### src/rtl/seq_chunk_adder_if.sv
// seq_chunk_adder_if: Start/Busy/Done handshake bundle for seq_chunk_adder.
// master drives the request, slave is the adder.
interface seq_chunk_adder_if #(
   parameter int WIDTH = 8
);
   logic             Start;
   logic [WIDTH-1:0] A;
   logic [WIDTH-1:0] B;
   logic             Cin;
   logic             Sub;
   logic             Busy;
   logic             Done;
   logic [WIDTH-1:0] S;
   logic             Cout;
   logic             V;

   modport master (
      output Start, A, B, Cin, Sub,
      input  Busy, Done, S, Cout, V
   );

   modport slave (
      input  Start, A, B, Cin, Sub,
      output Busy, Done, S, Cout, V
   );
endinterface

### src/rtl/seq_chunk_adder.sv
// seq_chunk_adder: WIDTH-bit add/sub, CHUNK bits per clock, carry held in a register.
// Define SEQ_CHUNK_ADDER_OVF_EN to compute the signed overflow flag V.
module seq_chunk_adder #(
   parameter int WIDTH = 8,
   parameter int CHUNK = 4
) (
   input  logic             clk,
   input  logic             rst,
   seq_chunk_adder_if.slave bus
);
   localparam int N  = WIDTH / CHUNK;
   localparam int IW = (N > 1) ? $clog2(N) : 1;
   localparam logic [IW-1:0] LAST = IW'(N - 1);

   typedef enum logic [1:0] {
      IDLE,
      RUN,
      DONE
   } state_t;

   state_t           state;
   logic [WIDTH-1:0] a_q;
   logic [WIDTH-1:0] b_q;
   logic [WIDTH-1:0] s_q;
   logic [IW-1:0]    idx;
   logic             carry;
   logic             busy_q;
   logic             done_q;
   logic             cout_q;
   logic [CHUNK:0]   sum;
   logic             last;

   // operands shift right so the live chunk is always the low CHUNK bits
   always_comb begin
      sum = {1'b0, a_q[CHUNK-1:0]}
          + {1'b0, b_q[CHUNK-1:0]}
          + {{CHUNK{1'b0}}, carry};
   end

   assign last = (idx == LAST);

   always_ff @(posedge clk) begin
      if (rst) begin
         state  <= IDLE;
         a_q    <= '0;
         b_q    <= '0;
         s_q    <= '0;
         idx    <= '0;
         carry  <= 1'b0;
         busy_q <= 1'b0;
         done_q <= 1'b0;
         cout_q <= 1'b0;
      end else begin
         done_q <= 1'b0;
         unique case (state)
            IDLE, DONE: begin
               if (bus.Start) begin
                  a_q    <= bus.A;
                  b_q    <= bus.Sub ? ~bus.B : bus.B;
                  carry  <= bus.Sub ? ~bus.Cin : bus.Cin;
                  idx    <= '0;
                  busy_q <= 1'b1;
                  state  <= RUN;
               end else begin
                  state <= IDLE;
               end
            end
            RUN: begin
               s_q[idx*CHUNK +: CHUNK] <= sum[CHUNK-1:0];
               carry <= sum[CHUNK];
               a_q   <= a_q >> CHUNK;
               b_q   <= b_q >> CHUNK;
               if (last) begin
                  cout_q <= sum[CHUNK];
                  busy_q <= 1'b0;
                  done_q <= 1'b1;
                  state  <= DONE;
               end else begin
                  idx <= idx + IW'(1);
               end
            end
            default: begin
               busy_q <= 1'b0;
               state  <= IDLE;
            end
         endcase
      end
   end

`ifdef SEQ_CHUNK_ADDER_OVF_EN
   logic v_q;
   logic c_msb;

   // carry into the MSB recovered from the MSB sum bit, no second adder
   assign c_msb = sum[CHUNK-1] ^ a_q[CHUNK-1] ^ b_q[CHUNK-1];

   always_ff @(posedge clk) begin
      if (rst) begin
         v_q <= 1'b0;
      end else if (state == RUN && last) begin
         v_q <= c_msb ^ sum[CHUNK];
      end
   end

   assign bus.V = v_q;
`else
   assign bus.V = 1'b0;
`endif

   assign bus.Busy = busy_q;
   assign bus.Done = done_q;
   assign bus.S    = s_q;
   assign bus.Cout = cout_q;
endmodule

### src/flat_wrapper.sv
// flat-port wrapper written by rule: the top's interface ports become plain ports
module seq_chunk_adder_flat 
#(
   parameter int WIDTH = 8,
   parameter int CHUNK = 4
)
  (clk, rst, bus_Start, bus_A, bus_B, bus_Cin, bus_Sub, bus_Busy, bus_Done, bus_S, bus_Cout, bus_V);
  seq_chunk_adder_if #(.WIDTH(WIDTH)) bus_i ();
  input  logic clk;
  input  logic rst;
  input wire logic [$bits(bus_i.Start)-1:0] bus_Start;
  input wire logic [$bits(bus_i.A)-1:0] bus_A;
  input wire logic [$bits(bus_i.B)-1:0] bus_B;
  input wire logic [$bits(bus_i.Cin)-1:0] bus_Cin;
  input wire logic [$bits(bus_i.Sub)-1:0] bus_Sub;
  output wire logic [$bits(bus_i.Busy)-1:0] bus_Busy;
  output wire logic [$bits(bus_i.Done)-1:0] bus_Done;
  output wire logic [$bits(bus_i.S)-1:0] bus_S;
  output wire logic [$bits(bus_i.Cout)-1:0] bus_Cout;
  output wire logic [$bits(bus_i.V)-1:0] bus_V;
  assign bus_i.Start = bus_Start;
  assign bus_i.A = bus_A;
  assign bus_i.B = bus_B;
  assign bus_i.Cin = bus_Cin;
  assign bus_i.Sub = bus_Sub;
  assign bus_Busy = bus_i.Busy;
  assign bus_Done = bus_i.Done;
  assign bus_S = bus_i.S;
  assign bus_Cout = bus_i.Cout;
  assign bus_V = bus_i.V;
  seq_chunk_adder #(.WIDTH(WIDTH), .CHUNK(CHUNK)) u_core (.clk(clk), .rst(rst), .bus(bus_i));
endmodule
### config.mk
export PLATFORM = sky130hd
export DESIGN_NAME = seq_chunk_adder_flat
export DESIGN_NICKNAME = d
export VERILOG_FILES = /design/src/rtl/seq_chunk_adder_if.sv /design/src/rtl/seq_chunk_adder.sv /design/src/flat_wrapper.sv
export SDC_FILE = /design/constraint.sdc
export NUM_CORES = 1
export LEC_CHECK = 0
export CAP_MARGIN = 20
export CORE_MARGIN = 2
export CORE_UTILIZATION = 48
export CTS_CLUSTER_SIZE = 20
export DETAILED_ROUTE_END_ITERATION = 10
export PLACE_DENSITY = 0.89
export SKIP_CTS_REPAIR_TIMING = 1
export SLEW_MARGIN = 20
export SYNTH_ARGS = -nofsm -noshare
export SYNTH_HDL_FRONTEND = slang
export SYNTH_SLANG_ARGS = --single-unit
### constraint.sdc
create_clock -name clk -period 2.08 [get_ports clk]
set_input_delay 0.312 -clock clk [delete_from_list [all_inputs] [get_ports clk]]
set_output_delay 0.312 -clock clk [all_outputs]
set_load 0.005 [all_outputs]
==> results of run 1 <==
metrics by stage:
step           power [mW]  hold slack (ns)
3_3_place_gp       0.8815           0.4406
4_1_cts             1.289           0.4677
3_5_place_dp       0.8929           0.4535
2_1_floorplan      0.8124           0.3913
6_report            1.282           0.4637
5_1_grt             1.346           0.4877
tightest hold or removal path, delay by kind of cell, from the launching register on:
| family | cells | cell delay (ns) |
|---|---|---|
| AND/OR/NAND/NOR | 1 | 0.05 |
| flip-flops | 1 | 0.32 |
| AO/OA/AOI/OAI | 1 | 0.05 |
sequential cells by signal (all words and copies together), names as in the netlist:
| signal | count |
|---|---|
| u_core.a_q | 8 |
| u_core.b_q | 8 |
| u_core.bus.Busy | 1 |
| u_core.bus.Cout | 1 |
| u_core.bus.Done | 1 |
| u_core.bus.S | 8 |
| u_core.carry | 1 |
| u_core.idx | 1 |
| u_core.state | 2 |
worst paths after layout:
path | depth (start not counted) | endpoint | slack [ns] | start
worst min register to register | 2 | u_core.a_q[3]$_SDFFE_PP0P_ | 0.46 | u_core.a_q[3]$_SDFFE_PP0P_
worst min-delay path | 2 | u_core.a_q[3]$_SDFFE_PP0P_ | 0.46 | u_core.a_q[3]$_SDFFE_PP0P_
worst max register to register | 6 | u_core.bus.Cout$_SDFFE_PP0P_ | 0.26 | u_core.carry$_SDFFE_PP0P_
worst max-delay path | 6 | u_core.bus.Cout$_SDFFE_PP0P_ | 0.26 | u_core.carry$_SDFFE_PP0P_
area by class of cell:
type                    count  area [sq um]  area share (%)
inverters                   1         3.754          0.2191
flip-flops and latches     31         620.6           36.23
repair buffers             32         317.8           18.55
clock buffers               8         68.82           4.018
well taps                  31         38.79           2.264
multi-input cells         103         663.1           38.71
report_power, final:
part	internal (mW)	switching (mW)	leakage (nW)
logic	0.115	0.109	0.397
clock network	0.199	0.204	0.0386
registers	0.631	0.0238	0.254
total	0.945	0.337	0.689
metal layers:
metal / part of all wire (%) / vias to the layer above
met5: 0 / -
met4: 1.1 / 0
met3: 6.7 / 3
met2: 50 / 33
met1: 42 / 493
li1: - / 554
cell usage in the layout, fill, tap and decap left out, types with 2 or more instances in the layout:
cell	instances
xor2_1	9
a21o_1	3
a21oi_1	15
nor2_1	20
clkbuf_8	2
nand3_1	2
clkdlybuf4s50_1	31
a211oi_2	2
dfxtp_1	31
o21ai_0	2
mux2i_1	2
fa_1	2
ha_1	3
nand2_1	15
clkbuf_4	5
a22oi_1	17
cell families after synthesis:
group,share of synthesized area [%]
AO/OA/AOI/OAI,19.24
adder cells (fa/ha/maj),5.736
buffers and inverters,5.087
AND/OR/NAND/NOR,15.82
other,0.2773
multiplexers,1.480
XOR/XNOR,6.476
flip-flops,45.88
==> results.toml, run 1 <==
[grt]
top_usage_layer = "met2"
grt_overflow = 0
use_met1_pct = 18.67
use_met2_pct = 33.33
grtUsageTotal_pct = 18.24
grt_pass1_wl_mm = 4.554
antenna_found_initial = 0
grt_util_met3_pct = 7.710
grt_start_max_net_pins = 32
grt_pass1_vias = 1093

[layout]
drive_gt1_share_pct = 7.429
diodes = 0
finalCoreUtilization_pct = 63.20
nFillCells = 255
nets = 200
area_growth_pct = 26.64
final_area_sq_mm = 0.001713
fin_cells = 206

[timing]
worst_slack_ns = 0.2640
min_period_ns = 1.816
setup_violations = 0
clock.fmax_mhz = 550.7
setup_tns_ns = 0
finalHoldViolations = 0
skew_ns = 0.004237
rsz0062_at_grt = "no"
period_share_pct = 87.31
slew_violations = 0

[clock_tree]
h-tree-depth = 2
clk_pin_slew_ns = 0.09
cts_sinks = 31
cts_tree = "done"
clk-insertion-delay-late_ns = 0.33
root_buffer = "clkbuf_4"
numCtsBuffers = 5
clockBufferDepth = 2

[synthesis]
synth-edff-count = 0
syn_area_sq_mm = 0.001353
synth_seq_cells = 31
ys_types = 29
synth_top_area_share_pct = 45.88
yosysMostFrequentCell = "dfxtp_1"
synth_common_cells = "dfxtp_1 (31), nor2_1 (20), a22oi_1 (17)"
yosysSeqAreaShare_pct = 45.88
syn_avg_cell_area_sq_um = 9.264
synth_area_leaders = "dfxtp_1 (46%), a22oi_1 (9.4%), xor2_1 (5.8%), a21oi_1 (5.6%), nor2_1 (5.6%)"
async_reset_ff_share_pct = 0
synth-main-ff-cell = "dfxtp_1"
synth_cells = 146
yosys_warnings = 0
synth_top_area_cell = "dfxtp_1"
syn_nets = 172

[critical_path]
cpPeakStageDelay_ns = 0.46
crit_chain = "fa_1 -> fa_1 -> a21o_1 -> a21o_1 -> nor2_1 -> nor3_1"
path_buf_inv = 0
cp.required_ns = 2.30
crit_slowest_cell = "fa_1"
crit_type = "flip-flop to flip-flop"
cp_max_fo = 2
endpoint_kind = "flip-flop"
critPathLaunchType = "flip-flop"
cpLargestDelayFamily = "adder cells"
critPathArrivalTime_ns = 2.04

[worst_hold_path]
worst_hold_path_type = "flip-flop to flip-flop"

[floorplan]
die_h_um = 57.09
core_sq_mm = 0.002710
rows = 19
initial_utilization_pct = 49.91
dieArea_sq_mm = 0.003259
die_x_um = 57.09
ioPinCount = 33

[placed_design]
placed_area_sq_mm = 0.001644
hpwl_mm = 1.987
port_buffers = 31
dp_cells = 198
pre_cts_ws_ns = 0.2727
gp_congestion = 0.8497

[run]
drv_cap = 0

[detailed_routing]
vias = 1083
drc = 0
ant_nets = 0
wl_mm = 2.688
first_pass_iters = 4
wl_per_cell_um = 13.05
drt_iter0_drc = 23
vias_per_cell = 5.257

[pwr]
pwr_density_cell_mw_per_mm2 = 748.3
ir_drop_uv = 643.6
leakage_nw = 0.6891

[outcome]
outcome = "completed"
(Power assumes the default switching activity.)
==> run 2: changes to the inputs <==
--- a/config.mk
+++ b/config.mk
@@ -6,11 +6,14 @@
 export NUM_CORES = 1
 export LEC_CHECK = 0
 export CAP_MARGIN = 20
+export CORE_ASPECT_RATIO = 1.2
 export CORE_MARGIN = 2
-export CORE_UTILIZATION = 48
+export CORE_UTILIZATION = 55
 export CTS_CLUSTER_SIZE = 20
 export DETAILED_ROUTE_END_ITERATION = 10
-export PLACE_DENSITY = 0.89
+export DONT_BUFFER_PORTS = 1
+export PLACE_DENSITY = 0.81
+export SETUP_SLACK_MARGIN = 0.1
 export SKIP_CTS_REPAIR_TIMING = 1
 export SLEW_MARGIN = 20
 export SYNTH_ARGS = -nofsm -noshare
==> results.toml, run 2 (synthesis results as in run 1) <==
[floorplan]
core_sq_mm = 0.002306
die_x_um = 49.27
ioPinCount = 33
initial_utilization_pct = 58.65
dieArea_sq_mm = 0.002874
die_h_um = 58.33
rows = 19

[placed_design]
port_buffers = 0
hpwl_mm = 1.669
dp_cells = 167
gp_congestion = 0.7178

[critical_path]
cpLargestDelayFamily = "adder cells"
endpoint_kind = "flip-flop"
critPathArrivalTime_ns = 2.04
crit_slowest_cell = "fa_1"
crit_chain = "fa_1 -> fa_1 -> a21o_1 -> a21o_1 -> nor2_1 -> nor3_1"
path_buf_inv = 0
reg2reg_slack_ns = 0.27
crit_type = "flip-flop to flip-flop"
crit_path_start = "u_core.carry$_SDFFE_PP0P_"
critPathLaunchType = "flip-flop"
cp.required_ns = 2.31
r2r_start = "u_core.carry$_SDFFE_PP0P_"
cp_max_fo = 2
cpPeakStageDelay_ns = 0.46

[timing]
rsz0062_at_grt = "no"
slew_violations = 0
finalHoldViolations = 0
setup_tns_ns = 0
setup_violations = 0
min_period_ns = 1.813
clock.fmax_mhz = 551.5
period_share_pct = 87.17
skew_ns = 0.004094

[layout]
layout_commonest_cell = "dfxtp_1"
diodes = 0
regArea_sq_um = 620.6
area_growth_pct = 3.701
nets = 169
most-common-layout-cells = "dfxtp_1 (31), nor2_1 (20), a22oi_1 (17)"
drive_gt1_share_pct = 9.028
fin_cells = 175
multiInputGateArea_sq_um = 663.1
nFillCells = 221

[clock_tree]
h-tree-depth = 2
cts_sinks = 31
clk_pin_slew_ns = 0.09
clockBufferDepth = 2
numCtsBuffers = 5
cts_tree = "done"
clk-insertion-delay-late_ns = 0.33
root_buffer = "clkbuf_4"

[detailed_routing]
ant_nets = 0
wl_per_cell_um = 13.49
drt_iter0_drc = 21
drc = 0
vias = 979
wl_mm = 2.361
vias_per_cell = 5.594
first_pass_iters = 4

[worst_hold_path]
hold_start = "rst"
worst_hold_path_type = "input pin to flip-flop"

[grt]
grt_start_max_net_pins = 32
grt_overflow = 0
grtUsageTotal_pct = 17.96
grt_pass1_vias = 929
grt_pass1_wl_mm = 3.877
antenna_found_initial = 0

[pwr]
ir_drop_uv = 661.1
pwr_density_cell_mw_per_mm2 = 857.7
leakage_nw = 0.5732
finalPower_mw = 1.203

[outcome]
outcome = "completed"

[run]
drv_cap = 0
[run 2: cell count changes in the layout (fill, tap and decap cells not counted)]
cell / previous run / this run
clkdlybuf4s50_1: 31 / 0
[run 2: worst paths after layout]
check                                                    end  cells past startpoint
worst min-delay path            u_core.bus.S[0]$_SDFFE_PP0P_                      1
worst max register to register  u_core.bus.Cout$_SDFFE_PP0P_                      6
worst min register to register    u_core.a_q[3]$_SDFFE_PP0P_                      2
worst max-delay path            u_core.bus.Cout$_SDFFE_PP0P_                      6
[run 2: stage by stage]
stage	setup WS (ns)	util, %	instance area, sq um	hold slack (ns)
6_report	0.2668	60.82	1403	0.03974
5_1_grt	0.1730	60.82	1403	0.01272
4_1_cts	0.2769	60.82	1403	0.03209
3_5_place_dp	0.2927	57.84	1334	0.3827
3_3_place_gp	0.3133	57.84	1334	0.3807
2_1_floorplan	0.3609	-	1353	0.3913
[run 2: cell type report]
class	instances	area share, %
clock buffers	8	4.906
flip-flops and latches	31	44.25
repair buffers	1	0.5352
inverters	1	0.2676
well taps	31	2.765
multi-input cells	103	47.28
[run 2: report_power, final]
group          internal [mW]  total [mW]  switching [mW]
clock                  0.199       0.396           0.198
combinational         0.0669       0.149          0.0819
sequential             0.631       0.658          0.0263
total                  0.897        1.20           0.306
[run 2: metal layers]
| layer | vias to the layer above | share of wire [%] | GRT usage (%) | wire length (um) |
|---|---|---|---|---|
| met3 | 5 | 8.8 | 7.868 | 207 |
| li1 | 491 | - | - | - |
| met1 | 448 | 42 | 18.54 | 984 |
| met2 | 35 | 48 | 30.69 | 1126 |
| met4 | 0 | 1.8 | 9.796 | 42 |
| met5 | - | 0 | 0 | 0 |
